**config.mk**
```make
export PLATFORM = sky130hd
export DESIGN_NAME = pipelined_parallel_adder
export DESIGN_NICKNAME = d
export VERILOG_FILES = /design/src/rtl/pipelined_parallel_adder.sv
export SDC_FILE = /design/constraint.sdc
export NUM_CORES = 1
export LEC_CHECK = 0
export CORE_MARGIN = 3
export CORE_UTILIZATION = 48
export DETAILED_ROUTE_END_ITERATION = 6
export GPL_ROUTABILITY_DRIVEN = 0
export PLACE_DENSITY = 0.79
export SLEW_MARGIN = 20
export SYNTH_ARGS = -nofsm -noshare
export SYNTH_HDL_FRONTEND = slang
export SYNTH_SLANG_ARGS = --single-unit
```
**constraint.sdc**
```tcl
create_clock -name clk -period 1.8 [get_ports clk]
set_input_delay 0.27 -clock clk [delete_from_list [all_inputs] [get_ports clk]]
set_output_delay 0.27 -clock clk [all_outputs]
set_load 0.03 [all_outputs]
```
**src/rtl/pipelined_parallel_adder.sv**
```systemverilog
// WIDTH-bit add/subtract with the carry chain cut into WIDTH/STAGE_W registered chunks.
// Define PIPELINED_ADDER_SIGNED_OVF_EN to add the registered signed-overflow output ovf.
module ppa_chunk #(
  parameter int W = 4
) (
  input  logic [W-1:0] a,
  input  logic [W-1:0] b,
  input  logic         ci,
  output logic [W-1:0] s,
  output logic         co
);
  assign {co, s} = {1'b0, a} + {1'b0, b} + {{W{1'b0}}, ci};
endmodule

module pipelined_parallel_adder #(
  parameter int WIDTH   = 8,
  parameter int STAGE_W = 4
) (
  input  logic             clk,
  input  logic             rst_n,
  input  logic             in_valid,
  output logic             in_ready,
  input  logic [WIDTH-1:0] a,
  input  logic [WIDTH-1:0] b,
  input  logic             cin,
  input  logic             sub,
  output logic             out_valid,
  input  logic             out_ready,
  output logic [WIDTH-1:0] sum,
  output logic             carry
`ifdef PIPELINED_ADDER_SIGNED_OVF_EN
  ,
  output logic             ovf
`endif
);
  localparam int NSTAGES = WIDTH / STAGE_W;

  if ((WIDTH % STAGE_W) != 0 || NSTAGES < 1 || NSTAGES > 16) begin : g_cfg_chk
    $error("pipelined_parallel_adder: WIDTH must be a multiple of STAGE_W with 1..16 stages");
  end

  logic             advance;
  logic             take;
  logic [WIDTH-1:0] bx;
  logic             c0;
  logic [NSTAGES-1:0] vld_pipe_d, vld_pipe_q;

  // Whole pipe moves as one; a bubble at the output never blocks the pipe.
  assign advance  = out_ready | ~out_valid;
  assign in_ready = advance;
  assign take     = in_valid & advance;
  assign bx       = sub ? ~b : b;
  assign c0       = sub ? ~cin : cin;

  always_ff @(posedge clk or negedge rst_n) begin
    if (!rst_n) vld_pipe_q <= '0;
    else        vld_pipe_q <= vld_pipe_d;
  end

  for (genvar k = 0; k < NSTAGES; k++) begin : g_stg
    localparam int LO = k * STAGE_W;
    localparam int HI = LO + STAGE_W;

    logic [STAGE_W-1:0] ca, cb, cs;
    logic               ci, co, vin, ld;
    logic               c_d, c_q;
    logic [HI-1:0]      psum_nx, psum_d, psum_q;

    if (k == 0) begin : g_src
      assign ca      = a[STAGE_W-1:0];
      assign cb      = bx[STAGE_W-1:0];
      assign ci      = c0;
      assign vin     = take;
      assign psum_nx = cs;
    end else begin : g_src
      assign ca      = g_stg[k-1].g_op.opa_q[STAGE_W-1:0];
      assign cb      = g_stg[k-1].g_op.opb_q[STAGE_W-1:0];
      assign ci      = g_stg[k-1].c_q;
      assign vin     = vld_pipe_q[k-1];
      assign psum_nx = {cs, g_stg[k-1].psum_q};
    end

    ppa_chunk #(.W(STAGE_W)) u_chunk (
      .a  (ca),
      .b  (cb),
      .ci (ci),
      .s  (cs),
      .co (co)
    );

    // Data only moves with a valid op; bubble stages keep stale, unobservable contents.
    assign ld            = advance & vin;
    assign vld_pipe_d[k] = advance ? vin : vld_pipe_q[k];

    always_comb begin
      c_d    = c_q;
      psum_d = psum_q;
      if (ld) begin
        c_d    = co;
        psum_d = psum_nx;
      end
    end

    always_ff @(posedge clk or negedge rst_n) begin
      if (!rst_n) begin
        c_q    <= 1'b0;
        psum_q <= '0;
      end else begin
        c_q    <= c_d;
        psum_q <= psum_d;
      end
    end

    // Operand bits not yet consumed ride along, shifted so the next chunk sits at bit 0.
    if (k < NSTAGES - 1) begin : g_op
      localparam int RW = WIDTH - HI;
      logic [RW-1:0] ra, rb;
      logic [RW-1:0] opa_d, opa_q, opb_d, opb_q;

      if (k == 0) begin : g_rem
        assign ra = a[WIDTH-1:HI];
        assign rb = bx[WIDTH-1:HI];
      end else begin : g_rem
        assign ra = g_stg[k-1].g_op.opa_q[WIDTH-LO-1:STAGE_W];
        assign rb = g_stg[k-1].g_op.opb_q[WIDTH-LO-1:STAGE_W];
      end

      always_comb begin
        opa_d = opa_q;
        opb_d = opb_q;
        if (ld) begin
          opa_d = ra;
          opb_d = rb;
        end
      end

      always_ff @(posedge clk or negedge rst_n) begin
        if (!rst_n) begin
          opa_q <= '0;
          opb_q <= '0;
        end else begin
          opa_q <= opa_d;
          opb_q <= opb_d;
        end
      end
    end
  end

  assign out_valid = vld_pipe_q[NSTAGES-1];
  assign sum       = g_stg[NSTAGES-1].psum_q;
  assign carry     = g_stg[NSTAGES-1].c_q;

`ifdef PIPELINED_ADDER_SIGNED_OVF_EN
  logic ovf_d, ovf_q;

  // Carry into the MSB is recovered as a ^ b ^ s at that bit.
  always_comb begin
    ovf_d = ovf_q;
    if (g_stg[NSTAGES-1].ld)
      ovf_d = g_stg[NSTAGES-1].ca[STAGE_W-1] ^ g_stg[NSTAGES-1].cb[STAGE_W-1]
            ^ g_stg[NSTAGES-1].cs[STAGE_W-1] ^ g_stg[NSTAGES-1].co;
  end

  always_ff @(posedge clk or negedge rst_n) begin
    if (!rst_n) ovf_q <= 1'b0;
    else        ovf_q <= ovf_d;
  end

  assign ovf = ovf_q;
`endif
endmodule

```
==> impl_metrics.ini, run 1 <==
[clock_network]
cts.clk_slew.worst_paths_ps = 140
clk_latency_ps = 320
cts_made_buffers = 3
clock_sinks = 24
cts-root-buf = clkbuf_4
clk_path_buf_depth = 2
htree_levels = 1
cts_tree = yes

[setup_path]
critPathRequiredTime_ps = 2000
reg2regPathDepth = 4
regToRegStartpoint = g_stg[0].c_q$_DFFE_PN0P_
crit_slowest_cell = fa_2
crit_end = g_stg[0].psum_q[2]$_DFFE_PN0P_
arrival_ps = 1920
cp-start-kind = primary input
path_max_fanout = 3
crit_path_cell_trace = dlygate4sd2_1 -> xor2_2 -> fa_2 -> fa_2 -> buf_4 -> xnor2_1 -> o21ai_1
r2r-end = sum[5]$_DFFE_PN0P_
slowest_delay_ps = 410
regToRegSetupSlack_ps = 160
path_common_cell = fa_2
crit_path_start = sub
timing_worst_setup_path_type = primary input to flop
worstSetupEndpointType = flop

[global_routing]
grt_overflow = 0
antenna_found_initial = 0
grt_use_total_pct = 16.1
grt_max_degree = 25
first_global_vias = 875
grt_pass1_wl_um = 4070

[timing]
slew_violations = 0
finalCritPeriodShare_pct = 95.2
setup_violations = 0
rsz0062_at_grt = false
relSlewSlack_pct = 79.0
tightest_slew_ps = 313
period_minus_slack_ps = 1710
hold_viol = 0
max_freq_mhz = 584
finalClockSkew_ps = 13.7
tns_ps = 0

[finish]
n_antenna_cell = 0
areaGrowthSynthToFinish_pct = 35.8
drive_gt1_share_pct = 22.2
final_util_pct = 69.2
final_common_cell = clkdlybuf4s50_1
num-nets-final = 177
nFillCells = 194
final_cell_mix = clkdlybuf4s50_1 (28), dfrtp_1 (24), o21ai_0 (16), mux2_2 (9), buf_4 (7)
multi_input_area_sq_um = 648
seqCellArea_sq_um = 601

[floorplanning]
placementRows = 18
die-area_sq_mm = 0.00331
chipHeight_um = 57.5
fp.dieW_um = 57.5
core_area_sq_mm = 0.00250
start_util_pct = 51.0
io_pins = 33

[power_and_ir_drop]
power.leakage_uw = 0.000766
power_uw = 2120
pwr_density_cell_mw_per_mm2 = 1230
irDropWorstVdd_v = 0.000982

[yosys]
yosysTopAreaCellShare_pct = 47.2
yosys_warnings = 0
synthTopCellsByArea = dfrtp_1 (47%), mux2_2 (8.0%), o21ai_0 (6.7%)
yosysTopAreaCell = dfrtp_1
yosysSeqAreaShare_pct = 47.2
netlist_area_sq_mm = 0.00127
synthCells = 105
synth_fp_nets = 137
ys_types = 27
ys_seq_elements = 24
synth_area_per_cell_sq_um = 12.1

[detailed_routing]
num_vias = 925
wl_per_cell_um = 14.0
remaining_drc_errors = 0
drtPass1Iterations = 4
viasPerCell = 5.32
drt_iter0_drc = 11
wl_um = 2440
antenna_left = 0

[outcome]
outcome = complete, no violations

[placed_design]
port_buffers = 32
dp_hpwl_um = 1870

[min_path]
hp-class = primary input to async pin

[run]
maxCapViolations = 0
## kinds of logic (layout without fill, tap and decap cells)
family	Yosys count	after routing	synth area share [%]
AOI/OAI and AO/OA	29	29	12.8
DFF	24	24	47.2
xor gates and xnor gates	11	11	7.56
muxes	11	11	10.3
and+or+nand+nor	11	11	6.19
adders and majority gates	10	10	12.2
buffers and inverters	9	48	3.83
## registers in the layout (all words and copies together) (netlist names)
register          count
g_stg.psum_q          4
g_stg.c_q             1
sum                   8
vld_pipe_q            2
g_stg.g_op.opa_q      4
g_stg.g_op.opb_q      4
carry                 1
## synthesized netlist by cell type (all sizes together)
master	n
dfrtp	24
o21ai	18
mux2	11
xor2	7
a21oi	6
ha	6
inv	6
fa	4
xnor2	4
nand2	3
a21boi	2
and3b	2
buf	2
nand3	2
nor2b	2
nor3	2
o31ai	2
a21o	1
clkbuf	1
## per-stage QoR
stage	cell area, sq um	instances	worst slack [ps]	hold WS (ps)
after floorplan	1300	105	1.09	-25.6
after global placement	1660	169	-450	485
after detailed placement	1660	169	-508	491
after CTS	1710	173	27.7	291
after global routing	1730	174	69.5	278
final	1730	174	86.8	284
## critical path: cells and delay by family
| family | cells | cell delay (ps) |
|---|---|---|
| AOI/OAI and AO/OA | 1 | 70 |
| buffers and inverters | 2 | 450 |
| xor gates and xnor gates | 2 | 350 |
| adders and majority gates | 2 | 770 |
## layer usage
metal  track usage [%]  vias to the layer above  part of all wire [%]
li1                  -                      443                     -
met1              21.1                      441                    44
met2              25.0                       37                    49
met3              3.62                        4                   5.4
met4              8.28                        0                   1.5
met5                 0                        -                     0
## where the power goes
| group | internal (uW) | switching [uW] |
|---|---|---|
| combinational | 449 | 488 |
| clock | 225 | 164 |
| sequential | 708 | 89.9 |
| total | 1380 | 742 |
## worst min path at each step
stage                                   startpoint                            endpoint  slack, ps  cells past startpoint
floorplan                                    rst_n                   carry$_DFFE_PN0P_        -30                      0
global placement    g_stg[0].psum_q[0]$_DFFE_PN0P_                  sum[0]$_DFFE_PN0P_        480                      1
detailed placement  g_stg[0].psum_q[1]$_DFFE_PN0P_                  sum[1]$_DFFE_PN0P_        490                      1
CTS                                          rst_n                   carry$_DFFE_PN0P_        290                      2
global route                                 rst_n                  sum[5]$_DFFE_PN0P_        280                      2
finish                                       rst_n  g_stg[0].g_op.opb_q[0]$_DFFE_PN0P_        280                      2
## final cells by class
class                      count  area share (%)
clock buffer                   3            1.30
sequential                    24            34.7
multi-input combinational     72            37.5
clock inverter                 1            1.74
timing repair buffer          38            21.0
tap                           30            2.17
inverter                       6            1.59
## repair_timing
action / in CTS / in global routing
setup endpoints to repair: 4 / 2
resized for setup: 2 / 3
hold buffers: 0 / 0
buffers inserted: 0 / 1
pin swaps: 1 / 3
Power figures use the tool's default switching activity.
==> inputs of run 2 (changes only) <==
SETUP_SLACK_MARGIN = 0.15   (was default)
==> run 2 against run 1 <==
Count of clock-buffer cells in the layout unchanged. Critical path type unchanged. Worst hold slack got worse by 0.89 ps. Die area is the same. Largest cell class unchanged. Clock skew down 8.6 ps. Register-to-register slack better by 90 ps.
==> impl_metrics.ini, run 2 (synthesis results as in run 1) <==
[outcome]
outcome = complete, no violations

[finish]
seqCellArea_sq_um = 601
num-nets-final = 176
areaGrowthSynthToFinish_pct = 34.0
n_antenna_cell = 0
final_cells = 172
largest_reg_flops = 8
multi_input_area_sq_um = 651
nFillCells = 191
drive_gt1_share_pct = 23.2
final_common_cell = dfrtp_1
final_cell_mix = dfrtp_1 (24), clkdlybuf4s50_1 (17), o21ai_0 (14), dlymetal6s2s_1 (10), mux2_2 (8)

[setup_path]
worstSetupEndpointType = flop
arrival_ps = 1820
path_buf_inv = 1
crit_slowest_cell = fa_2
crit_path_cell_trace = dlygate4sd2_1 -> xor2_1 -> fa_2 -> fa_2 -> a21o_1 -> a21oi_2 -> o21ai_1
crit_family = adder cells
path_max_fanout = 2
cp-start-kind = primary input
critPathRequiredTime_ps = 2020
slowest_delay_ps = 410
path_common_cell = fa_2
timing_worst_setup_path_type = primary input to flop

[clock_network]
clk_path_buf_depth = 2
cts_hold_buf = 0
cts_tree = yes
post_cts_buffers = 0
cts.clk_slew.worst_paths_ps = 120
clk_latency_ps = 320
cts-root-buf = clkbuf_4
cts_made_buffers = 3
htree_levels = 1
clock_sinks = 24

[placed_design]
port_buffers = 32
dp.cells = 169
dp_hpwl_um = 1990
dpl_worst_slack_ps = -485

[timing]
fin_ws_ps = 204
rsz0062_at_grt = false
relSlewSlack_pct = 78.7
period_minus_slack_ps = 1600
max_freq_mhz = 627
finalClockSkew_ps = 5.09
slew_violations = 0
tightest_slew_ps = 319
finalCritPeriodShare_pct = 88.7
setup_violations = 0
hold_ws_ps = 283
hold_viol = 0

[power_and_ir_drop]
power_uw = 1970
p_clk_share_pct = 12.1
switchingPower_uw = 750
netSwitchingFraction_pct = 38.0
irDropWorstVdd_v = 0.000774
pwr_density_cell_mw_per_mm2 = 1150
p_int_uw = 1220
comb_power_share_pct = 47.2
seqPwrFrac_pct = 40.7
power.leakage_uw = 0.000842

[floorplanning]
placementRows = 18
start_util_pct = 51.0
io_pins = 33
fp.dieW_um = 57.5
die-area_sq_mm = 0.00331
core_area_sq_mm = 0.00250
chipHeight_um = 57.5

[detailed_routing]
remaining_drc_errors = 0
drtPass1Iterations = 4
num_vias = 944
drt_iter0_drc = 18
viasPerCell = 5.49
wl_um = 2600
antenna_left = 0
wl_per_cell_um = 15.1

[global_routing]
antenna_found_initial = 0
first_global_vias = 996
busiest_layer = met2
grtUsageMet3_pct = 1.81
met1_usage_pct = 22.2
grtUsageMet2_pct = 28.7
grt_pass1_wl_um = 4420
grt_use_total_pct = 17.5
grt_overflow = 0
grt_max_degree = 25

[min_path]
hp-class = primary input to async pin

[run]
maxCapViolations = 0
## run 2: changes by cell type in the layout (fill, tap and decap cells not counted), sizes merged
cell,before,now
clkdlybuf4s50,28,17
clkbuf,3,5
bufinv,1,0
buf,7,6
dlymetal6s2s,1,10
## run 2: final cells by class
cell class | instances | area share, %
Clock buffer | 3 | 1.32
Multi-Input combinational cell | 72 | 38.1
Timing Repair Buffer | 37 | 21.6
Sequential cell | 24 | 35.2
Inverter | 6 | 1.61
Tap cell | 30 | 2.20
## run 2: worst reg2reg max path, stage by stage (launching register included)
cell and delay [ps]:
dfrtp_1 430, fa_2 400, inv_1 80, fa_1 440
o21ai_2 130
## run 2: final timing paths
path	from	endpoint	slack [ps]	cells after the start
max in group asynchronous	rst_n	g_stg[0].g_op.opb_q[2]$_DFFE_PN0P_	1280	2
worst max-delay path	cin	g_stg[0].c_q$_DFFE_PN0P_	200	7
worst min register to register	sum[2]$_DFFE_PN0P_	sum[2]$_DFFE_PN0P_	520	1
worst min-delay path	rst_n	sum[1]$_DFFE_PN0P_	280	2
worst max register to register	g_stg[0].c_q$_DFFE_PN0P_	sum[5]$_DFFE_PN0P_	250	4
min in group clk	a[0]	g_stg[0].psum_q[0]$_DFFE_PN0P_	420	3
## run 2: timing repair
action,CTS,global route
pin swaps,3,6
gates resized for setup,6,17
endpoints found under the setup margin,6,12
endpoints found under the hold margin,0,0
## run 2: metrics by stage
step                      utilization (%)  area [sq um]  setup TNS [ps]
final                                68.3          1710               0
after global routing                 68.3          1710               0
after CTS                            67.3          1680               0
after detailed placement             66.5          1660           -1730
after global placement               66.5          1660           -1650
after floorplan                         -          1310               0
## run 2: metal layers
metal  routed length (um)  vias to the layer above
met5                    0                        -
met4                   72                        0
met3                  115                        8
met2                 1330                       30
met1                 1080                      465
li1                     -                      441
## run 2: power groups by stage
stage	Clock (uW)	Combinational, uW	Sequential (uW)
2_1_floorplan	0	371	1000
3_3_place_gp	0	907	805
3_5_place_dp	0	933	819
4_1_cts	242	935	806
5_1_grt	264	1010	827
6_report	237	931	802
==> inputs of run 3 (changes only) <==
CAP_MARGIN = 20   (was default)
==> results of run 3 <==
Final layout, timing and power as in run 2 (identical DEF).
